### src/rtl/q_train_sequencer.sv
// q_train_sequencer: Q-learning training sequencer; fetches Q rows, issues actions,
// forwards transitions to the Q-update unit and decays epsilon per episode.
module q_train_sequencer #(
  parameter int          STATE_W      = 4,
  parameter int          MAX_STEPS    = 64,
  parameter int          NUM_EPISODES = 100,
  parameter logic [15:0] EPS_INIT     = 16'hFFFF,
  parameter logic [15:0] EPS_DECAY    = 16'd512,
  parameter logic [15:0] EPS_MIN      = 16'd1024,
  parameter int          START_STATE  = 0
) (
  input  logic               clk,
  input  logic               rst_n,
  input  logic               start,
  input  logic               abort,
  output logic               q_rd_en,
  output logic [STATE_W-1:0] q_rd_addr,
  input  logic [63:0]        q_values,
  output logic [63:0]        pg_q_values,
  output logic [15:0]        epsilon,
  input  logic [3:0]         pg_action,
  output logic               env_valid,
  input  logic               env_ready,
  output logic [STATE_W-1:0] env_state,
  output logic [3:0]         env_action,
  input  logic               env_resp_valid,
  input  logic [STATE_W-1:0] env_next_state,
  input  logic [15:0]        env_reward,
  input  logic               env_done,
  output logic               upd_valid,
  input  logic               upd_ready,
  output logic [STATE_W-1:0] upd_state,
  output logic [3:0]         upd_action,
  output logic [STATE_W-1:0] upd_next_state,
  output logic [15:0]        upd_reward,
  output logic [7:0]         step_cnt,
  output logic [15:0]        episode_cnt,
  output logic               busy,
  output logic               train_done
);
  typedef enum logic [3:0] {IDLE, FETCH, LATCH, SEL1, SEL2, ACT, WAIT_ENV, UPDATE, NEXT, DONE} state_t;
  localparam logic [16:0]        EPS_FLOOR = {1'b0, EPS_MIN} + {1'b0, EPS_DECAY};
  localparam logic [STATE_W-1:0] START     = STATE_W'(START_STATE);
  state_t             state, state_nxt;
  logic [STATE_W-1:0] cur_state;
  logic               upd_done;
  logic               ep_end;
  logic [15:0]        ep_inc;
  logic [15:0]        eps_dec;
  logic               idle_like;
  assign idle_like  = state == IDLE || state == DONE;
  assign ep_inc     = episode_cnt + 16'd1;
  assign ep_end     = upd_done || step_cnt == 8'(MAX_STEPS);
  // 17-bit compare so the floor test cannot wrap near zero
  assign eps_dec    = ({1'b0, epsilon} < EPS_FLOOR) ? EPS_MIN : epsilon - EPS_DECAY;
  assign q_rd_en    = state == FETCH;
  assign q_rd_addr  = cur_state;
  assign busy       = !idle_like;
  assign train_done = state == DONE;
  always_ff @(posedge clk or negedge rst_n)
    if (!rst_n) state <= IDLE;
    else state <= state_nxt;
  always_comb begin
    state_nxt = state;
    case (state)
      IDLE, DONE: state_nxt = start ? FETCH : state;
      FETCH:      state_nxt = LATCH;
      LATCH:      state_nxt = SEL1;
      SEL1:       state_nxt = SEL2;
      SEL2:       state_nxt = ACT;
      ACT:        state_nxt = (env_valid && env_ready) ? WAIT_ENV : ACT;
      WAIT_ENV:   state_nxt = env_resp_valid ? UPDATE : WAIT_ENV;
      UPDATE:     state_nxt = (upd_valid && upd_ready) ? NEXT : UPDATE;
      NEXT:       state_nxt = (ep_end && ep_inc == 16'(NUM_EPISODES)) ? DONE : FETCH;
      default:    state_nxt = IDLE;
    endcase
    if (abort) state_nxt = IDLE;
  end
  always_ff @(posedge clk or negedge rst_n) begin
    if (!rst_n) begin
      pg_q_values    <= '0;
      epsilon        <= EPS_INIT;
      env_valid      <= 1'b0;
      env_state      <= '0;
      env_action     <= '0;
      upd_valid      <= 1'b0;
      upd_state      <= '0;
      upd_action     <= '0;
      upd_next_state <= '0;
      upd_reward     <= '0;
      upd_done       <= 1'b0;
      step_cnt       <= '0;
      episode_cnt    <= '0;
      cur_state      <= START;
    end else if (abort) begin
      env_valid <= 1'b0;
      upd_valid <= 1'b0;
    end else begin
      if (idle_like && start) begin
        epsilon     <= EPS_INIT;
        episode_cnt <= '0;
        step_cnt    <= '0;
        cur_state   <= START;
      end
      if (state == LATCH) pg_q_values <= q_values;
      if (state == SEL2) begin
        env_action <= pg_action;
        env_state  <= cur_state;
        env_valid  <= 1'b1;
      end
      if (state == ACT && env_ready) env_valid <= 1'b0;
      if (state == WAIT_ENV && env_resp_valid) begin
        upd_state      <= cur_state;
        upd_action     <= env_action;
        upd_next_state <= env_next_state;
        upd_reward     <= env_reward;
        upd_done       <= env_done;
        upd_valid      <= 1'b1;
      end
      if (state == UPDATE && upd_ready) begin
        upd_valid <= 1'b0;
        cur_state <= upd_next_state;
        step_cnt  <= step_cnt + 8'd1;
      end
      if (state == NEXT && ep_end) begin
        episode_cnt <= ep_inc;
        step_cnt    <= '0;
        cur_state   <= START;
        epsilon     <= eps_dec;
      end
    end
  end
endmodule

### config.mk
export PLATFORM = sky130hd
export DESIGN_NAME = q_train_sequencer
export DESIGN_NICKNAME = d
export VERILOG_FILES = /design/src/rtl/q_train_sequencer.sv
export SDC_FILE = /design/constraint.sdc
export NUM_CORES = 1
export LEC_CHECK = 0
export ABC_CLOCK_PERIOD_IN_PS = 2029
export BUFFER_PORTS_ARGS = -buffer_cell sky130_fd_sc_hd__clkbuf_2
export CAP_MARGIN = 20
export CELL_PAD_IN_SITES_DETAIL_PLACEMENT = 1
export CELL_PAD_IN_SITES_GLOBAL_PLACEMENT = 1
export CORE_MARGIN = 4
export CORE_UTILIZATION = 25
export DETAILED_ROUTE_END_ITERATION = 6
export MAX_ROUTING_LAYER = met4
export PLACE_DENSITY_LB_ADDON = 0.15
export SLEW_MARGIN = 10
export SYNTH_ARGS = -nofsm -noshare
export SYNTH_HDL_FRONTEND = slang
export SYNTH_SLANG_ARGS = --single-unit
### constraint.sdc
create_clock -name clk -period 2.03 [get_ports clk]
set_input_delay 0.203 -clock clk [delete_from_list [all_inputs] [get_ports clk]]
set_output_delay 0.203 -clock clk [all_outputs]
set_load 0.05 [all_outputs]
Word-level counts from Yosys, hierarchy flattened
Cells that the tools add are included.
Operators by class
  mux-type cells: 24
  $add $sub $neg: 3
  reduce and logical (&&, ||, !) cells: 22
  $lt $le $gt $ge: 1
  equal/unequal tests: 12
  bitwise logic cells: 1
Operators by type and width (number)
  $mux 16: 5
  $pmux 4 s9: 1
  $mux 4: 7
  $mux 8: 3
  $add 16x1->16 const B: 1
  $eq 16x7->1 const B: 1
  $eq 4x3->1 const B: 4
  $lt 16x11->1 const B: 1
  $sub 16x10->16 const B: 1
  $reduce_and 2->1: 5
  $reduce_bool 3->1: 3
  $add 8x1->8 const B: 1
  $eq 4x2->1 const B: 2
  $eq 4x4->1 const B: 2
  $eq 8x7->1 const B: 1
  $logic_and 1x1->1: 8
  $mux 1: 7
  $eq 4x1->1 const B: 1
  $logic_not 4->1: 1
  $ne 3x3->1 const B: 1
  $logic_or 1x1->1: 2
  $mux 2: 1
  $reduce_bool 2->1: 1
  $reduce_or 2->1: 1
  other kinds (2): 2
Storage, ports and cells
  output and inout bits: 149
  word-level logic and storage cells: 78
  register bits after elaboration: 151
  input bits: 96

Longest topological paths before layout
  depth after elaboration: 6
  depth in mapped cells: 8
  mapped depth without buffers: 6

Worst setup path before layout
OpenSTA, ideal clock, no wires.
  path kind: reg2reg
  start point: register step_cnt[0]
  end point: register episode_cnt[6]
  arrival: 2135 ps
  required time: 1885 ps
  setup time: 145 ps
  setup slack: -251 ps
  clock period less this slack: 2281 ps
  stages on the path, launching flop included: 8
  cell sequence: dfrtp_1 > inv_1 > ha_1 > a41oi_1 > clkbuf_1 > nor3b_1 > o21ai_0 > o31ai_1
On the way
  word-level cells in the longest chain between the ends: 5
  elaborated cells on any way between the ends: 6
  those cells by class: 1 x eq/ne; 1 x mux; 4 x reduce/logical
RTL lines
  start, declared: RTL line 36  | output logic [7:0] step_cnt,
  start signal, assigned: RTL line 123  | step_cnt <= step_cnt + 8'd1;
  $eq 8x7->1 (*): RTL line 53  | assign ep_end = upd_done || step_cnt == 8'(MAX_STEPS);
  $logic_or 1x1->1 (*): RTL line 53
  $logic_and 1x1->1 (*): RTL line 125  | if (state == NEXT && ep_end) begin
  $reduce_bool 2->1 (no line)
  $reduce_and 2->1 (no line)
  end signal, assigned: RTL line 126  | episode_cnt <= ep_inc;
  end, declared: RTL line 37  | output logic [15:0] episode_cnt,
Mark *: on every way between the ends. The rest lies on a longest branch, timed or not.
A chain may end at the register's enable or synchronous reset.

Worst setup path in the final report
  start point: register state[2]
  end point: register step_cnt[2]
On the way
  word-level cells in the longest chain between the ends: 5
  elaborated cells on any way between the ends: 12
  those cells by class: 3 x eq/ne; 2 x mux; 7 x reduce/logical
RTL lines
  start, declared: RTL line 44  | state_t state, state_nxt;
  start signal, assigned: RTL line 62  | else state <= state_nxt;
  $eq 4x4->1 / $logic_not 4->1 (equally long branches): RTL line 51  | assign idle_like = state == IDLE || state == DONE;
  $logic_or 1x1->1: RTL line 51
  $logic_and 1x1->1: RTL line 99  | if (idle_like && start) begin
  $reduce_bool 3->1 (no line)
  $reduce_and 2->1 (no line)
Several ways; a longest one is shown, not always the timed one.

==> metrics.txt <==
status=finished, final reports clean; # placed instances=1089; worst setup path start=state[2]$_DFFE_PN0P_; dominant cells by area after synthesis=dfrtp_1, mux2_2, dfstp_2; Overflow after GRT=0; # IOs=245; share of cells above drive strength 1=53.0%; final hold slack=19.4 ps; vias per cell=4.56; Unique masters post-synth=55; Setup Skew=10.9 ps; Placer Congestion=0.799; Synth top cells by count=dfrtp_1, mux2_2, nand2_1; Worst R2R Setup Slack=70 ps; HPWL after DPL=15100 um; CTS Buf Count=17; largest net degree at the start of global routing=47; CTS root buffer=clkbuf_16; worst-skew pair later-pin latency=420 ps; fin cells=1177; startpoint type of the worst setup path=register; Top FF cell, synth=dfrtp_1; post-route cell area=0.00941 mm^2; clk slew on worst S/H paths=70 ps; worst setup margin=74.7 ps; HP Class=in -> reg; Antenna Cells=0; Power Density=1310 mW/mm^2; Post-layout nets=941; via count=5364; Post-route DRC=0; Antenna Violating Nets Remaining=0; number of global-route vias before repair=6003; chip height=167 um; most common cell in the synthesized netlist=dfrtp_1; Worst slew margin=65.4%; Async SR Flop Fraction=100%; Iter 0 DRT Violations=143; crit end category=register; first-pass GRT wire length=33400 um; VDD IR max=0.897 mV; post-synthesis sequential area ratio=56.9%; CP max FO=5; initial antenna violation count=0; Worst EP arrival=2250 ps; static leakage=4.60 nW; Pre-Repair DR Iteration Count=4; Setup CP Type=reg -> reg; Tcrit/Tclk final=96.3%; synth-to-layout area growth=49.3%; post-synth top area share=53.6%; Max Freq=511 MHz; Final Critical Period=1960 ps; Critical R2R Launch=state[2]$_DFFE_PN0P_; Clock Path Buffers=2; area leader, netlist=dfrtp_1; Clock Sinks=143; Mapped Avg Cell Area=12.2 um^2; CTS tree=built; Place WS=-9.68 ps; total core area=0.0245 mm^2; Slew @ Worst Pin=517 ps; crit-path max cell delay=550 ps; gr usage total=15.3%; crit path max-delay cell type=or4b_4; critical path required time=2330 ps; Starting Density=25.7%; Synthesized Nets=615; htree depth=4; synthesized area=0.00631 mm^2; sum of buffers and inverters on the critical path=1; Max-Cap Viols=0; Gate Count Post-Synth=515; Slew Viols, Final=0; Die ar.=0.0278 mm^2; Top delay family on crit path=simple AND/OR/NAND/NOR gates; routed wire length per instance=17.6 um; Final Hold Violating Endpoints=0; Worst Hold Launch=q_values[29]; Placed Area=0.00815 mm^2; Yosys warnings=0; Cell Chain, Critical Path=or4b_4 > or2_4 > buf_6 > o21ai_4 > o22ai_2 > a22o_1; Routed WL=20700 um; Post-synth EDFFs=0; unrepaired setup endpoints after global routing=true; num rows=57; # port buffers=244; Die X=167 um; post-synthesis register bit count=143; count of final setup violators=0
report_power, final:
group | switching, W | internal, W
combinational | 0.00358 | 0.00127
clock | 0.00134 | 0.00212
sequential | 0.000431 | 0.00360
total | 0.00535 | 0.00699
worst register-to-register path: stages (launching register included):
cell and delay, ps:
dfrtp_1 380, or4b_4 550, or2_4 260, buf_6 150
o21ai_4 210, o22ai_2 120, a22o_1 180
metal layers:
| metal | global-route usage [%] | vias up | routed length [um] |
|---|---|---|---|
| met4 | 4.48 | 0 | 289 |
| met5 | - | - | 0 |
| li1 | - | 2496 | - |
| met1 | 18.4 | 2678 | 8780 |
| met3 | 5.00 | 20 | 1460 |
| met2 | 24.6 | 170 | 10200 |
logic make-up (layout without fill, tap and decap cells):
kind of cell | count (synthesis) | in the layout | share of synthesized area [%]
muxes | 106 | 106 | 18.8
AOI/OAI and AO/OA | 68 | 68 | 6.98
xor gates and xnor gates | 7 | 7 | 0.972
buffers and inverters | 42 | 380 | 3.45
DFF | 143 | 143 | 56.9
and+or+nand+nor | 145 | 145 | 12.1
adders and majority gates | 4 | 4 | 0.794
worst paths after layout:
kind                                                to  depth (start not counted)
min                        pg_q_values[29]$_DFFE_PN0P_                          2
max                            step_cnt[2]$_DFFE_PN0P_                          6
max reg2reg                    step_cnt[2]$_DFFE_PN0P_                          6
min in group asynchronous    upd_reward[8]$_DFFE_PN0P_                          2
max in group asynchronous       epsilon[7]$_DFFE_PN1P_                          3
min reg2reg                 upd_reward[10]$_DFFE_PN0P_                          1
layout make-up:
class	count	area, um^2
Sequential cell	143	3590
Timing Repair Buffer	339	2150
Inverter	10	37.5
Clock buffer	18	439
Multi-Input combinational cell	330	2580
Fill cell	2750	15100
Tap cell	324	405
Clock inverter	13	203
sequential cells by signal (all words and copies together) (netlist names), 8 cells and up:
name	cells
pg_q_values	64
episode_cnt	16
step_cnt	8
upd_reward	16
epsilon	8
what timing repair did:
| item | CTS | global route |
|---|---|---|
| gates resized for setup | 1 | 10 |
| setup endpoints to repair | 1 | 55 |
| pin swaps | 0 | 3 |
| setup buffers | 0 | 3 |
| hold buffers | 52 | 1 |
| gates cloned | 0 | 1 |
| endpoints found under the hold margin | 93 | 1 |
through the flow:
stage | total power, W | utilization [%] | TNS (ps)
2_1_floorplan | 0.00749 | - | 0
3_3_place_gp | 0.00878 | 33.2 | -60.3
3_5_place_dp | 0.00885 | 33.2 | -9.68
4_1_cts | 0.0125 | 38.0 | 0
5_1_grt | 0.0129 | 38.4 | -4.25
6_report | 0.0123 | 38.4 | 0
cells in the final DEF, fill, tap and decap left out, types with 3 or more instances in the layout:
cell and n:
ha_1 4, o21ai_1 5, nand3_1 16, a31oi_1 4, a21oi_1 15, a21o_1 3
clkbuf_16 17, mux2i_1 5, nand4_1 8, nor4_4 3, o22ai_1 3, dfstp_2 8
nor3_1 21, o31ai_1 5, buf_12 6, bufinv_16 4, and3_1 8, dfrtp_2 5
mux2_2 101, nand2_1 43, nor2b_1 4, dfrtp_1 130, clkbuf_2 243, inv_1 10
o211ai_1 3, buf_4 34, inv_6 3, xnor2_1 5, o21ai_0 15, nor2_1 17
clkinv_4 3, dlygate4sd3_1 53
No activity file was read; power rests on OpenSTA's default activity.
